### config.mk
export PLATFORM = sky130hd
export DESIGN_NAME = vga_fb_arbiter_flat
export DESIGN_NICKNAME = d
export VERILOG_FILES = /design/src/rtl/vga_pkg.sv /design/src/rtl/vga_fb_arbiter_if.sv /design/src/rtl/fb_rd_return_pipe.sv /design/src/rtl/vga_fb_arbiter.sv /design/src/flat_wrapper.sv
export SDC_FILE = /design/constraint.sdc
export NUM_CORES = 1
export LEC_CHECK = 0
export CAP_MARGIN = 20
export CORE_UTILIZATION = 26
export CTS_BUF_LIST = sky130_fd_sc_hd__clkbuf_4
export CTS_CLUSTER_SIZE = 24
export DETAILED_ROUTE_END_ITERATION = 7
export PLACE_DENSITY_LB_ADDON = 0.12
export SETUP_SLACK_MARGIN = 0.2
export SYNTH_ARGS = -nofsm -noshare
export SYNTH_HDL_FRONTEND = slang
export SYNTH_SLANG_ARGS = --single-unit
### constraint.sdc
create_clock -name clk -period 2.1 [get_ports clk]
set_input_delay 0.42 -clock clk [delete_from_list [all_inputs] [get_ports clk]]
set_output_delay 0.42 -clock clk [all_outputs]
set_load 0.02 [all_outputs]
### src/rtl/vga_pkg.sv
// ---------------------------------------------------------------------------
// vga_pkg
// Shared definitions for the frame-buffer arbiter and the VGA driver:
//   - default frame-buffer address/pixel widths
//   - 640x480@60 timing constants (pixel clock ~25.175 MHz)
//   - arbiter state encoding
//   - helper to size the contested-display run counter
// ---------------------------------------------------------------------------
package vga_pkg;

   // Frame buffer geometry: 640x480 words of 8:8:8 RGB.
   localparam int FB_ADDR_W = 19;
   localparam int FB_DATA_W = 24;

   // Horizontal timing, in pixel clocks.
   localparam int H_VISIBLE = 640;
   localparam int H_FRONT   = 16;
   localparam int H_SYNC    = 96;
   localparam int H_BACK    = 48;
   localparam int H_TOTAL   = H_VISIBLE + H_FRONT + H_SYNC + H_BACK;

   // Vertical timing, in lines.
   localparam int V_VISIBLE = 480;
   localparam int V_FRONT   = 10;
   localparam int V_SYNC    = 2;
   localparam int V_BACK    = 33;
   localparam int V_TOTAL   = V_VISIBLE + V_FRONT + V_SYNC + V_BACK;

   localparam int FB_PIXELS = H_VISIBLE * V_VISIBLE;

   // S_DISP_PRI : display wins contention until its run limit is reached.
   // S_FORCE_WR : one cycle in which the writer is guaranteed the port.
   typedef enum logic [0:0] {
      S_DISP_PRI = 1'b0,
      S_FORCE_WR = 1'b1
   } arb_state_t;

   // Width of a counter holding 0..max_run. A zero run limit still needs a
   // 1-bit register so the design elaborates.
   function automatic int run_cnt_w(input int max_run);
      if (max_run < 1) return 1;
      return $clog2(max_run + 1);
   endfunction

endpackage

### src/rtl/vga_fb_arbiter_if.sv
// ---------------------------------------------------------------------------
// vga_fb_arbiter_if
// Bundle of every bus the frame-buffer arbiter touches:
//   display read port  : disp_req/disp_addr -> disp_gnt, disp_rvalid/disp_rdata
//   writer port        : wr_valid/wr_addr/wr_data -> wr_ready
//   single-port RAM    : mem_en/mem_we/mem_addr/mem_wdata -> mem_rdata
//   status             : disp_stall_cnt
// Modports:
//   slave  - the arbiter
//   master - the clients plus the RAM (testbench / integration side)
// ---------------------------------------------------------------------------
interface vga_fb_arbiter_if
   import vga_pkg::*;
#(
   parameter int ADDR_W = FB_ADDR_W,
   parameter int DATA_W = FB_DATA_W
);

   // display read port
   logic              disp_req;
   logic [ADDR_W-1:0] disp_addr;
   logic              disp_gnt;
   logic              disp_rvalid;
   logic [DATA_W-1:0] disp_rdata;

   // writer port
   logic              wr_valid;
   logic [ADDR_W-1:0] wr_addr;
   logic [DATA_W-1:0] wr_data;
   logic              wr_ready;

   // RAM port
   logic              mem_en;
   logic              mem_we;
   logic [ADDR_W-1:0] mem_addr;
   logic [DATA_W-1:0] mem_wdata;
   logic [DATA_W-1:0] mem_rdata;

   // status
   logic [15:0]       disp_stall_cnt;

   modport slave (
      input  disp_req, disp_addr, wr_valid, wr_addr, wr_data, mem_rdata,
      output disp_gnt, disp_rvalid, disp_rdata, wr_ready,
      output mem_en, mem_we, mem_addr, mem_wdata, disp_stall_cnt
   );

   modport master (
      output disp_req, disp_addr, wr_valid, wr_addr, wr_data, mem_rdata,
      input  disp_gnt, disp_rvalid, disp_rdata, wr_ready,
      input  mem_en, mem_we, mem_addr, mem_wdata, disp_stall_cnt
   );

endinterface

### src/rtl/fb_rd_return_pipe.sv
// ---------------------------------------------------------------------------
// fb_rd_return_pipe
// Two-stage return path for display reads. A read issued to the RAM in
// cycle t+1 has its data on mem_rdata in t+2; that data is registered and
// presented with rvalid in t+3. One entry per cycle, so back-to-back reads
// come back back-to-back and in issue order.
// Ports:
//   clk, rst    clock, async active-low reset (flushes in-flight reads)
//   issue_rd    a read is on the RAM port this cycle
//   mem_rdata   RAM read data (valid the cycle after issue)
//   rvalid      rdata holds a returned pixel this cycle
//   rdata       returned pixel
// ---------------------------------------------------------------------------
module fb_rd_return_pipe #(
   parameter int DATA_W = 24
) (
   input  logic              clk,
   input  logic              rst,
   input  logic              issue_rd,
   input  logic [DATA_W-1:0] mem_rdata,
   output logic              rvalid,
   output logic [DATA_W-1:0] rdata
);

   localparam int STAGES = 2;

   // vld_pipe[1]: RAM data on mem_rdata now; vld_pipe[STAGES]: rdata valid.
   logic [STAGES:1] vld_pipe;

   always_ff @(posedge clk or negedge rst) begin
      if (!rst) begin
         vld_pipe <= '0;
         rdata    <= '0;
      end else begin
         vld_pipe <= {vld_pipe[STAGES-1:1], issue_rd};
         if (vld_pipe[STAGES-1])
            rdata <= mem_rdata;
      end
   end

   assign rvalid = vld_pipe[STAGES];

endmodule

### src/rtl/vga_fb_arbiter.sv
// ---------------------------------------------------------------------------
// vga_fb_arbiter
// Shares one single-port frame-buffer RAM between the VGA display reader and
// the image-processing writer.
//
// Arbitration: the display normally wins contention so the scan-out never
// starves, but after MAX_DISP_RUN consecutive contested display grants the
// writer is handed the port and the FSM spends one cycle in S_FORCE_WR,
// where the writer (if still requesting) wins again before display priority
// resumes. Grants are combinational; the RAM access is issued one cycle
// after the handshake from registered address/data.
//
// Ports:
//   clk   clock
//   rst   asynchronous assert, active low; release must be synchronised to
//         clk upstream
//   bus   vga_fb_arbiter_if.slave: display port, writer port, RAM port and
//         disp_stall_cnt (saturating count of denied display cycles)
// ---------------------------------------------------------------------------
module vga_fb_arbiter
   import vga_pkg::*;
#(
   parameter int ADDR_W       = FB_ADDR_W,
   parameter int DATA_W       = FB_DATA_W,
   parameter int MAX_DISP_RUN = 8
) (
   input  logic            clk,
   input  logic            rst,
   vga_fb_arbiter_if.slave bus
);

   localparam int                RUN_W   = run_cnt_w(MAX_DISP_RUN);
   localparam logic [RUN_W-1:0]  RUN_MAX = RUN_W'(MAX_DISP_RUN);

   arb_state_t        state;
   logic [RUN_W-1:0]  run_cnt;
   logic              contested;
   logic              gnt_d;
   logic              gnt_w;
   logic [ADDR_W-1:0] issue_addr;

   assign contested = bus.disp_req & bus.wr_valid;

   // ------------------------------------------------------------------
   // Grant decode. Both grants are held low while in reset so nothing is
   // accepted that the flushed pipeline would lose.
   // ------------------------------------------------------------------
   always_comb begin
      gnt_d = 1'b0;
      gnt_w = 1'b0;
      if (rst) begin
         if (state == S_FORCE_WR) begin
            gnt_w = bus.wr_valid;
            gnt_d = bus.disp_req & ~bus.wr_valid;
         end else if (contested) begin
            if (run_cnt < RUN_MAX) gnt_d = 1'b1;
            else                   gnt_w = 1'b1;
         end else begin
            gnt_d = bus.disp_req;
            gnt_w = bus.wr_valid;
         end
      end
   end

   assign bus.disp_gnt = gnt_d;
   assign bus.wr_ready = gnt_w;

   // ------------------------------------------------------------------
   // Arbitration FSM. run_cnt counts contested display grants only; an
   // uncontested display grant leaves it alone, an uncontested write
   // clears it.
   // ------------------------------------------------------------------
   always_ff @(posedge clk or negedge rst) begin
      if (!rst) begin
         state   <= S_DISP_PRI;
         run_cnt <= '0;
      end else begin
         case (state)
            S_FORCE_WR: begin
               state   <= S_DISP_PRI;
               run_cnt <= '0;
            end
            default: begin
               if (contested) begin
                  if (run_cnt < RUN_MAX) begin
                     run_cnt <= run_cnt + 1'b1;
                  end else begin
                     state   <= S_FORCE_WR;
                     run_cnt <= '0;
                  end
               end else if (bus.wr_valid) begin
                  run_cnt <= '0;
               end
            end
         endcase
      end
   end

   // ------------------------------------------------------------------
   // RAM issue stage: one cycle after the handshake.
   // ------------------------------------------------------------------
   assign issue_addr = gnt_w ? bus.wr_addr : bus.disp_addr;

   always_ff @(posedge clk or negedge rst) begin
      if (!rst) begin
         bus.mem_en    <= 1'b0;
         bus.mem_we    <= 1'b0;
         bus.mem_addr  <= '0;
         bus.mem_wdata <= '0;
      end else begin
         bus.mem_en <= gnt_d | gnt_w;
         bus.mem_we <= gnt_w;
         if (gnt_d | gnt_w)
            bus.mem_addr <= issue_addr;
         if (gnt_w)
            bus.mem_wdata <= bus.wr_data;
      end
   end

   // ------------------------------------------------------------------
   // Display stall statistic, saturating.
   // ------------------------------------------------------------------
   always_ff @(posedge clk or negedge rst) begin
      if (!rst)
         bus.disp_stall_cnt <= '0;
      else if (bus.disp_req && !gnt_d && (bus.disp_stall_cnt != 16'hFFFF))
         bus.disp_stall_cnt <= bus.disp_stall_cnt + 16'd1;
   end

   // ------------------------------------------------------------------
   // Read return path
   // ------------------------------------------------------------------
   fb_rd_return_pipe #(
      .DATA_W (DATA_W)
   ) u_rd_ret (
      .clk       (clk),
      .rst       (rst),
      .issue_rd  (bus.mem_en & ~bus.mem_we),
      .mem_rdata (bus.mem_rdata),
      .rvalid    (bus.disp_rvalid),
      .rdata     (bus.disp_rdata)
   );

endmodule
### src/flat_wrapper.sv
// flat-port wrapper written by rule: the top's interface ports become plain ports
module vga_fb_arbiter_flat import vga_pkg::*;
#(
   parameter int ADDR_W       = FB_ADDR_W,
   parameter int DATA_W       = FB_DATA_W,
   parameter int MAX_DISP_RUN = 8
)
  (clk, rst, bus_disp_req, bus_disp_addr, bus_wr_valid, bus_wr_addr, bus_wr_data, bus_mem_rdata, bus_disp_gnt, bus_disp_rvalid, bus_disp_rdata, bus_wr_ready, bus_mem_en, bus_mem_we, bus_mem_addr, bus_mem_wdata, bus_disp_stall_cnt);
  vga_fb_arbiter_if #(.ADDR_W(ADDR_W), .DATA_W(DATA_W)) bus_i ();
  input  logic clk;
  input  logic rst;
  input wire logic [$bits(bus_i.disp_req)-1:0] bus_disp_req;
  input wire logic [$bits(bus_i.disp_addr)-1:0] bus_disp_addr;
  input wire logic [$bits(bus_i.wr_valid)-1:0] bus_wr_valid;
  input wire logic [$bits(bus_i.wr_addr)-1:0] bus_wr_addr;
  input wire logic [$bits(bus_i.wr_data)-1:0] bus_wr_data;
  input wire logic [$bits(bus_i.mem_rdata)-1:0] bus_mem_rdata;
  output wire logic [$bits(bus_i.disp_gnt)-1:0] bus_disp_gnt;
  output wire logic [$bits(bus_i.disp_rvalid)-1:0] bus_disp_rvalid;
  output wire logic [$bits(bus_i.disp_rdata)-1:0] bus_disp_rdata;
  output wire logic [$bits(bus_i.wr_ready)-1:0] bus_wr_ready;
  output wire logic [$bits(bus_i.mem_en)-1:0] bus_mem_en;
  output wire logic [$bits(bus_i.mem_we)-1:0] bus_mem_we;
  output wire logic [$bits(bus_i.mem_addr)-1:0] bus_mem_addr;
  output wire logic [$bits(bus_i.mem_wdata)-1:0] bus_mem_wdata;
  output wire logic [$bits(bus_i.disp_stall_cnt)-1:0] bus_disp_stall_cnt;
  assign bus_i.disp_req = bus_disp_req;
  assign bus_i.disp_addr = bus_disp_addr;
  assign bus_i.wr_valid = bus_wr_valid;
  assign bus_i.wr_addr = bus_wr_addr;
  assign bus_i.wr_data = bus_wr_data;
  assign bus_i.mem_rdata = bus_mem_rdata;
  assign bus_disp_gnt = bus_i.disp_gnt;
  assign bus_disp_rvalid = bus_i.disp_rvalid;
  assign bus_disp_rdata = bus_i.disp_rdata;
  assign bus_wr_ready = bus_i.wr_ready;
  assign bus_mem_en = bus_i.mem_en;
  assign bus_mem_we = bus_i.mem_we;
  assign bus_mem_addr = bus_i.mem_addr;
  assign bus_mem_wdata = bus_i.mem_wdata;
  assign bus_disp_stall_cnt = bus_i.disp_stall_cnt;
  vga_fb_arbiter #(.ADDR_W(ADDR_W), .DATA_W(DATA_W), .MAX_DISP_RUN(MAX_DISP_RUN)) u_core (.clk(clk), .rst(rst), .bus(bus_i));
endmodule
==> out/metrics.csv, run 1 <==
metric,value,unit
Worst setup EP type,output port,
Netlist cell types,38,
Layout area overhead,59.9,%
RSZ-0062 raised after global routing,true,
Worst Path Arrival,1450,ps
initial antenna violation count,2,
WP depth,4,
DRC Markers,0,
Final Hold Fails,0,
ys async rst share,100,%
first-pass GRT wire length,16000,um
post-detail-place hpwl,7240,um
H-Tree Level Count,3,
"Seq/Total Area, Yosys",61.2,%
"Slew Viols, Final",0,
Critical Path Source,bus_wr_valid,
final worst slack,228,ps
I/O pin count,178,
core region area,0.0140,mm2
final WL,10300,um
Setup WS pre-CTS,-204,ps
Final min period,1870,ps
"CTS clk-pin slew, worst paths",150,ps
WP data required,1680,ps
slew margin rel.,55.7,%
Chip Width,122,um
Synth area leader,dfrtp_1,
CTS tree,yes,
Worst Skew,19.8,ps
worst reg2reg path startpoint,u_core.bus.disp_stall_cnt[0],
Worst-Margin Slew,665,ps
FP Rows,43,
Final Instance Count excl. Fillers,703,
final worst path period share,89.1,%
"Buf+Inv Stages, Crit Path",2,
crit path capture,bus_disp_gnt,
Worst R2R Setup Slack,340,ps
family with the most delay on the worst path,buffers and inverters,
Util after Layout,43.0,%
Detailed Route Iter0 Violations,215,
1st-pass router iterations,4,
Worst-Skew Late Latency,460,ps
DR vias/cell,4.46,
CP Launch Type,input port,
largest net degree at the start of global routing,73,
Post-synth EDFFs,0,
RR Endpoint,u_core.bus.disp_stall_cnt[1],
Max-cap violations,0,
syn nets,412,
Synth Warn #,0,
clk buf depth,2,
Port-buffer cells,177,
final net count,609,
Pwr Total,4.60,mW
root buffer cell,clkbuf_4,
final instance area,0.00601,mm2
Tot GR Track Use,14.2,%
Setup TNS,0,ps
WHS,434,ps
layout cells sized above 1,15.3,%
Hold WC Path Type,reg2reg,
routability cong.,0.753,
most used flip-flop cell after synthesis,dfrtp_1,
Vias,3135,
clk sinks,92,
worst path cell trace,clkdlybuf4s50_1 > o21ai_2 > and3_1 > buf_4,
f_max,534,MHz
placed inst area,0.00584,mm2
clock buffer count from CTS,9,
PD cells,765,mW/mm2
die area,0.0149,mm2
Antenna Violating Nets Remaining,0,
Worst path max stage delay,580,ps
critical path class,in2out,
post-synth top area share,61.2,%
crit-path max FO,4,
Seq cells post-synth,92,
most numerous cell in the Yosys netlist,dfrtp_1,
Area contributors post-synth,"dfrtp_1 61%, mux2_2 7.8%, nand2_1 7.6%",
R2R cell count,5,
placed cell count,681,
Post-synth top cells,"92 x dfrtp_1, 76 x nand2_1, 26 x mux2_2, 22 x inv_1, 19 x a222oi_1",
Avg Inst Size Synth,11.7,um2
number of global-route vias before repair,3127,
leakage power,3.07,nW
final setup vio count,0,
WL/cell,14.7,um
Mapped Area,0.00376,mm2
GR Overflow Total,0,
status,finished clean,
synthesized netlist cell count,320,
"Max stage delay cell, worst path",clkdlybuf4s50_1,
Die Y,122,um
maximum vdd drop,0.501,mV
Starting Density,26.9,%
[worst min-delay path by stage]
stage | startpoint | endpoint | slack (ps) | cells past startpoint
final | u_core.bus.mem_we | u_core.u_rd_ret.vld_pipe[1] | 430 | 1
after global routing | bus_wr_data[8] | u_core.bus.mem_wdata[8] | 430 | 3
after CTS | bus_wr_data[20] | u_core.bus.mem_wdata[20] | 410 | 3
after detailed placement | rst | u_core.bus.mem_addr[17] | 400 | 2
after global placement | rst | u_core.bus.mem_addr[17] | 400 | 2
after floorplan | rst | u_core.bus.disp_stall_cnt[0] | 120 | 0
[timing repair]
action                                 4_1_cts  5_1_grt
endpoints found under the hold margin       20        0
pin swaps                                    1        2
hold buffers                                 1        0
buffers inserted                             1        3
gates resized for setup                     80       24
setup endpoints to repair                   68       45
[power breakdown]
group          internal (mW)  total, mW  switching [mW]  leakage (nW)
Sequential              2.05       2.25           0.203          1.14
Clock                  0.367       1.00           0.635        0.0702
Combinational          0.641       1.35           0.706          1.87
Total                   3.05       4.60            1.54          3.07
[state kept, by name (all words and copies together), names as in the netlist]
signal                     count
u_core.run_cnt                 4
u_core.bus.mem_wdata          24
u_core.state                   1
u_core.bus.mem_addr           19
u_core.u_rd_ret.vld_pipe       2
u_core.bus.mem_en              1
u_core.u_rd_ret.rdata         24
u_core.bus.mem_we              1
u_core.bus.disp_stall_cnt     16
[layout by cell type (no fill, tap or decap), types with 4 or more instances in the layout]
cell | synthesis | layout
mux2_2 | 26 | 26
clkdlybuf4s50_1 | 0 | 90
clkbuf_4 | 0 | 9
xor2_1 | 7 | 7
a222oi_1 | 19 | 19
nor2_1 | 8 | 8
dlygate4sd2_1 | 0 | 66
dfrtp_1 | 92 | 88
nand2_1 | 76 | 76
inv_1 | 22 | 22
dlymetal6s2s_1 | 0 | 18
nand3_1 | 6 | 6
buf_4 | 0 | 23
xnor2_1 | 5 | 5
nand4_1 | 4 | 4
dfrtp_2 | 0 | 4
[cells by family after synthesis]
kind of cell               share of synthesized area (%)
and+or+nand+nor                                     14.0
buffers and inverters                               3.93
adders and majority gates                          0.665
DFF                                                 61.2
AOI/OAI and AO/OA                                   8.75
muxes                                               8.59
xor gates and xnor gates                            2.80
[layer usage]
layer | wire (um) | share of wire (%) | up-vias | GRT usage, %
met5 | 13 | 0.13 | - | 0
met4 | 248 | 2.4 | 2 | 7.24
met3 | 753 | 7.3 | 16 | 3.81
met2 | 4770 | 46 | 125 | 23.0
met1 | 4540 | 44 | 1481 | 17.2
li1 | - | - | 1511 | -
[final cells by class]
type	instances	area, um2
timing repair buffer	201	1920
inverter	23	86.3
clock inverter	7	75.1
clock buffer	9	67.6
multi-input combinational	190	1330
sequential	92	2310
tap	180	225
fill	1390	7980
antenna	1	2.50
Note: power is estimated with default switching activity, not from simulation.
==> run 2: changes to the inputs <==
--- a/config.mk
+++ b/config.mk
@@ -6,12 +6,13 @@
 export NUM_CORES = 1
 export LEC_CHECK = 0
 export CAP_MARGIN = 20
-export CORE_UTILIZATION = 26
+export CORE_UTILIZATION = 42
 export CTS_BUF_LIST = sky130_fd_sc_hd__clkbuf_4
 export CTS_CLUSTER_SIZE = 24
 export DETAILED_ROUTE_END_ITERATION = 7
 export PLACE_DENSITY_LB_ADDON = 0.12
 export SETUP_SLACK_MARGIN = 0.2
+export SLEW_MARGIN = 20
 export SYNTH_ARGS = -nofsm -noshare
 export SYNTH_HDL_FRONTEND = slang
 export SYNTH_SLANG_ARGS = --single-unit
==> run 2 against run 1 <==
  * Clock skew up 8.6 ps
  * Worst hold slack got worse by 320 ps
  * Via count increased by 0.77%
  * Sequential share of layout area is 0.23 points higher
  * Largest cell class unchanged
  * Highest routed layer is now met4
==> out/metrics.csv, run 2 (synthesized netlist as in run 1, its figures left out) <==
metric,value,unit
"leading cell type in the layout, fill and taps excluded",clkdlybuf4s50_1,
Setup TNS,0,ps
clk buf depth,2,
family with the most delay on the worst path,buffers and inverters,
final setup vio count,0,
Hold WC Path Type,in2async,
WL/cell,14.8,um
f_max,543,MHz
final worst path period share,87.7,%
RSZ-0062 raised after global routing,false,
Die Y,96.6,um
Vias,3159,
layout cells sized above 1,14.7,%
die area,0.00933,mm2
placed cell count,607,
clk sinks,92,
Antenna Violating Nets Remaining,0,
storage element area,0.00231,mm2
multi-input combinational cell area,0.00132,mm2
first-pass GRT wire length,15800,um
crit-path max FO,2,
final worst slack,258,ps
CTS tree,yes,
"CTS clk-pin slew, worst paths",140,ps
CP Launch Type,register,
leakage power,3.00,nW
Chip Width,96.6,um
Setup WS pre-CTS,-154,ps
DR vias/cell,5.05,
Pwr Total,4.79,mW
"Max stage delay cell, worst path",clkdlybuf4s50_1,
PD cells,802,mW/mm2
"Buf+Inv Stages, Crit Path",1,
routability cong.,0.805,
maximum vdd drop,0.498,mV
WP data required,1680,ps
filler instances,697,
I/O pin count,178,
Port-buffer cells,177,
1st-pass router iterations,7,
root buffer cell,clkbuf_4,
Final min period,1840,ps
FP Rows,34,
largest net degree at the start of global routing,47,
worst path cell trace,clkdlybuf4s50_1,
Worst setup EP type,output port,
Detailed Route Iter0 Violations,153,
post-detail-place hpwl,6660,um
critical path class,reg2out,
Worst Path Arrival,1420,ps
Worst Skew,28.4,ps
most frequent cells in the layout,"140 x clkdlybuf4s50_1, 89 x dfrtp_1, 76 x nand2_1, 26 x mux2_2, 22 x inv_1",
DRC Markers,0,
core region area,0.00868,mm2
Layout area overhead,58.8,%
Final Hold Fails,0,
Worst path max stage delay,620,ps
clock buffer count from CTS,9,
"Slew Viols, Final",0,
Worst-Skew Late Latency,430,ps
H-Tree Level Count,3,
n_diodes,0,
status,finished clean,
Max-cap violations,0,
Tot GR Track Use,20.9,%
Final Instance Count excl. Fillers,626,
Worst-Margin Slew,587,ps
initial antenna violation count,0,
Starting Density,43.3,%
final net count,606,
slew margin rel.,60.9,%
GR Overflow Total,0,
number of global-route vias before repair,3137,
final WL,9280,um
Largest regs,"u_core.bus.mem_wdata (24), u_core.u_rd_ret.rdata (24), u_core.bus.mem_addr (19)",
[run 2: cell types whose count changed in the layout (fill, tap and decap cells not counted), moves of 2 or more]
| cell | before | now |
|---|---|---|
| clkdlybuf4s50_1 | 90 | 140 |
| dlygate4sd2_1 | 66 | 16 |
| buf_6 | 3 | 1 |
| buf_4 | 23 | 20 |
| clkinv_4 | 2 | 0 |
[run 2: cell type report]
class,count,share of cell area [%]
timing repair buffer,198,32.9
inverter,23,1.45
tap,108,2.26
multi-input combinational,190,22.1
clock buffer,10,1.26
sequential,92,38.6
clock inverter,5,1.45
[run 2: final timing paths]
path | from | endpoint | slack, ps | cells after the start
max | u_core.bus.mem_addr[1] | bus_mem_addr[1] | 260 | 1
min | rst | u_core.bus.mem_addr[10] | 110 | 2
max reg2reg | u_core.bus.disp_stall_cnt[0] | u_core.bus.disp_stall_cnt[4] | 310 | 6
min reg2reg | u_core.bus.mem_we | u_core.u_rd_ret.vld_pipe[1] | 420 | 1
max in group asynchronous | rst | u_core.u_rd_ret.rdata[23] | 880 | 4
min in group clk | u_core.bus.mem_we | u_core.u_rd_ret.vld_pipe[1] | 420 | 1
[run 2: per-layer routing]
metal  vias to the layer above  part of all wire, %  GRT usage [%]
met1                      1523                   45           29.0
li1                       1500                    -              -
met5                         -                    0              0
met2                       128                   47           32.8
met4                         0                 0.92           7.00
met3                         8                  6.8           4.55
[run 2: power by group]
group | total (mW) | internal [mW] | switching, mW | leakage [nW]
Combinational | 1.45 | 0.744 | 0.705 | 1.78
Clock | 1.09 | 0.499 | 0.587 | 0.0806
Sequential | 2.26 | 2.04 | 0.214 | 1.14
Total | 4.79 | 3.29 | 1.51 | 3.00
[run 2: stage by stage]
| stage | util, % | hold slack [ps] | area (um2) |
|---|---|---|---|
| 2_1_floorplan | - | 124 | 3760 |
| 3_3_place_gp | 66.2 | 256 | 5740 |
| 4_1_cts | 68.1 | 427 | 5910 |
| 3_5_place_dp | 66.2 | 260 | 5740 |
| 6_report | 68.8 | 109 | 5970 |
| 5_1_grt | 68.8 | 91.7 | 5970 |
[run 2: repair_timing]
action | 4_1_cts | 5_1_grt
hold endpoints to repair | 10 | 0
buffers inserted | 1 | 2
setup endpoints to repair | 18 | 55
hold buffers | 1 | 0
pin swaps | 1 | 2
gates resized for setup | 26 | 24
==> run 3: changes to the inputs <==
--- a/config.mk
+++ b/config.mk
@@ -11,6 +11,7 @@
 export CTS_CLUSTER_SIZE = 24
 export DETAILED_ROUTE_END_ITERATION = 7
 export PLACE_DENSITY_LB_ADDON = 0.12
+export REMOVE_ABC_BUFFERS = 1
 export SETUP_SLACK_MARGIN = 0.2
 export SLEW_MARGIN = 20
 export SYNTH_ARGS = -nofsm -noshare
==> run 3 against run 2 <==
  * Sequential cell count unchanged
  * Clock skew decreased by 8.5 ps
  * Final cell count increased by 0.64%
  * Sequential share of layout area decreased by 0.70 points
  * Power decreased by 2.6%
  * Fmax decreased by 2.7%
  * Clock-buffer cell count unchanged
  * Global-route usage decreased by 0.56 points
  * Cell area increased by 1.8%
  * Critical path type is now in2out
==> out/metrics.csv, run 3 (synthesized netlist as in run 1, its figures left out) <==
metric,value,unit
largest net degree at the start of global routing,80,
Final Hold Fails,0,
WHS,424,ps
PD cells,768,mW/mm2
Hold WC Path Type,reg2reg,
Worst Skew,19.9,ps
RSZ-0062 raised after global routing,true,
"Slew Viols, Final",0,
Max-cap violations,0,
1st-pass router iterations,5,
final worst slack,206,ps
Worst-Margin Slew,708,ps
Starting Density,43.3,%
filler instances,652,
core region area,0.00868,mm2
Pwr Total,4.67,mW
die area,0.00933,mm2
layout cells sized above 1,15.1,%
status,finished clean,
Worst Hold Path EP,u_core.u_rd_ret.vld_pipe[1],
Die Y,96.6,um
final WL,9390,um
Antenna Violating Nets Remaining,0,
crit-path max FO,4,
WP data required,1680,ps
CTS tree,yes,
"leading cell type in the layout, fill and taps excluded",clkdlybuf4s50_1,
Setup WS pre-CTS,-192,ps
clk sinks,92,
root buffer cell,clkbuf_4,
slew margin rel.,52.8,%
Worst-Skew Late Latency,440,ps
final setup vio count,0,
hold wc startpoint,u_core.bus.mem_we,
initial antenna violation count,1,
Layout area overhead,61.7,%
Detailed Route Iter0 Violations,177,
first-pass GRT wire length,15200,um
Worst R2R Setup Slack,360,ps
DR vias/cell,5.01,
Util after Layout,70.1,%
"CTS clk-pin slew, worst paths",140,ps
Largest regs,"u_core.bus.mem_wdata (24), u_core.u_rd_ret.rdata (24), u_core.bus.mem_addr (19)",
CP Launch Type,input port,
WL/cell,14.9,um
GR Overflow Total,0,
Port-buffer cells,177,
RR Endpoint,u_core.bus.disp_stall_cnt[0],
n_diodes,0,
Chip Width,96.6,um
Final min period,1890,ps
DRC Markers,0,
H-Tree Level Count,3,
I/O pin count,178,
Worst Path Arrival,1470,ps
worst reg2reg path startpoint,u_core.bus.disp_stall_cnt[0],
leakage power,3.42,nW
routability cong.,0.818,
R2R cell count,6,
critical path class,in2out,
f_max,528,MHz
clk buf depth,2,
clock buffer count from CTS,9,
final worst path period share,90.2,%
post-detail-place hpwl,6520,um
final net count,609,
most frequent cells in the layout,"100 x clkdlybuf4s50_1, 90 x dfrtp_1, 76 x nand2_1, 56 x dlymetal6s2s_1, 26 x mux2_2",
number of global-route vias before repair,3126,
Vias,3157,
maximum vdd drop,0.681,mV
FP Rows,34,
hold path cells,1,
Tot GR Track Use,20.4,%
Worst setup EP type,output port,
==> run 3: cell types whose count changed in the layout (fill, tap and decap cells not counted), sizes merged, moves of 2 or more <==
cell | before | now
dlygate4sd2 | 16 | 18
dlygate4sd3 | 0 | 2
buf | 23 | 25
dlymetal6s2s | 18 | 56
clkdlybuf4s50 | 140 | 100
==> run 3: per-stage QoR <==
stage | instance area [um2] | std cells | TNS [ps]
final | 6080 | 630 | 0
after global routing | 6080 | 630 | 0
after CTS | 5900 | 627 | 0
after detailed placement | 5730 | 607 | -656
after global placement | 5730 | 607 | -422
after floorplan | 3700 | 305 | -2380
==> run 3: final cells by class <==
type	instances	area (um2)	share of cell area (%)
Clock buffer	10	75.1	1.23
Inverter	23	86.3	1.42
Tap cell	108	135	2.22
Multi-Input combinational cell	190	1330	21.9
Sequential cell	92	2300	37.9
Clock inverter	6	71.3	1.17
Timing Repair Buffer	201	2080	34.1
==> run 3: how the worst max path moves through the flow <==
| stage | to | start | cells after the start | slack [ps] |
|---|---|---|---|---|
| 6_report | bus_disp_gnt | bus_wr_valid | 4 | 210 |
| 5_1_grt | bus_wr_ready | u_core.state | 4 | 170 |
| 4_1_cts | bus_disp_gnt | u_core.state | 3 | 90 |
| 3_5_place_dp | bus_disp_gnt | bus_wr_valid | 4 | -190 |
| 3_3_place_gp | bus_disp_gnt | bus_wr_valid | 4 | -190 |
| 2_1_floorplan | u_core.bus.mem_addr[0] | u_core.run_cnt[3] | 5 | -130 |
==> run 3: power breakdown <==
group          switching [mW]  internal [mW]  leakage [nW]
logic                   0.699          0.721          2.21
registers               0.205           2.04          1.14
clock network           0.612          0.387        0.0736
==> run 3: what timing repair did <==
action / in CTS / in global routing
pin swaps: 1 / 2
hold buffers: 2 / 0
gates resized for setup: 30 / 60
setup buffers: 2 / 3
hold endpoints to repair: 9 / 0
endpoints found under the setup margin: 19 / 60
==> run 3: layer usage <==
metal | up-vias | wire length (um) | track usage [%]
met2 | 124 | 4590 | 32.4
met3 | 15 | 642 | 5.71
li1 | 1505 | - | -
met1 | 1511 | 3980 | 26.3
met4 | 2 | 161 | 8.15
met5 | - | 12 | 0
==> run 3: critical path, stage by stage <==
cell             delay (ps)
clkdlybuf4s50_1         590
o21ai_2                 100
and3_4                  200
buf_2                   150
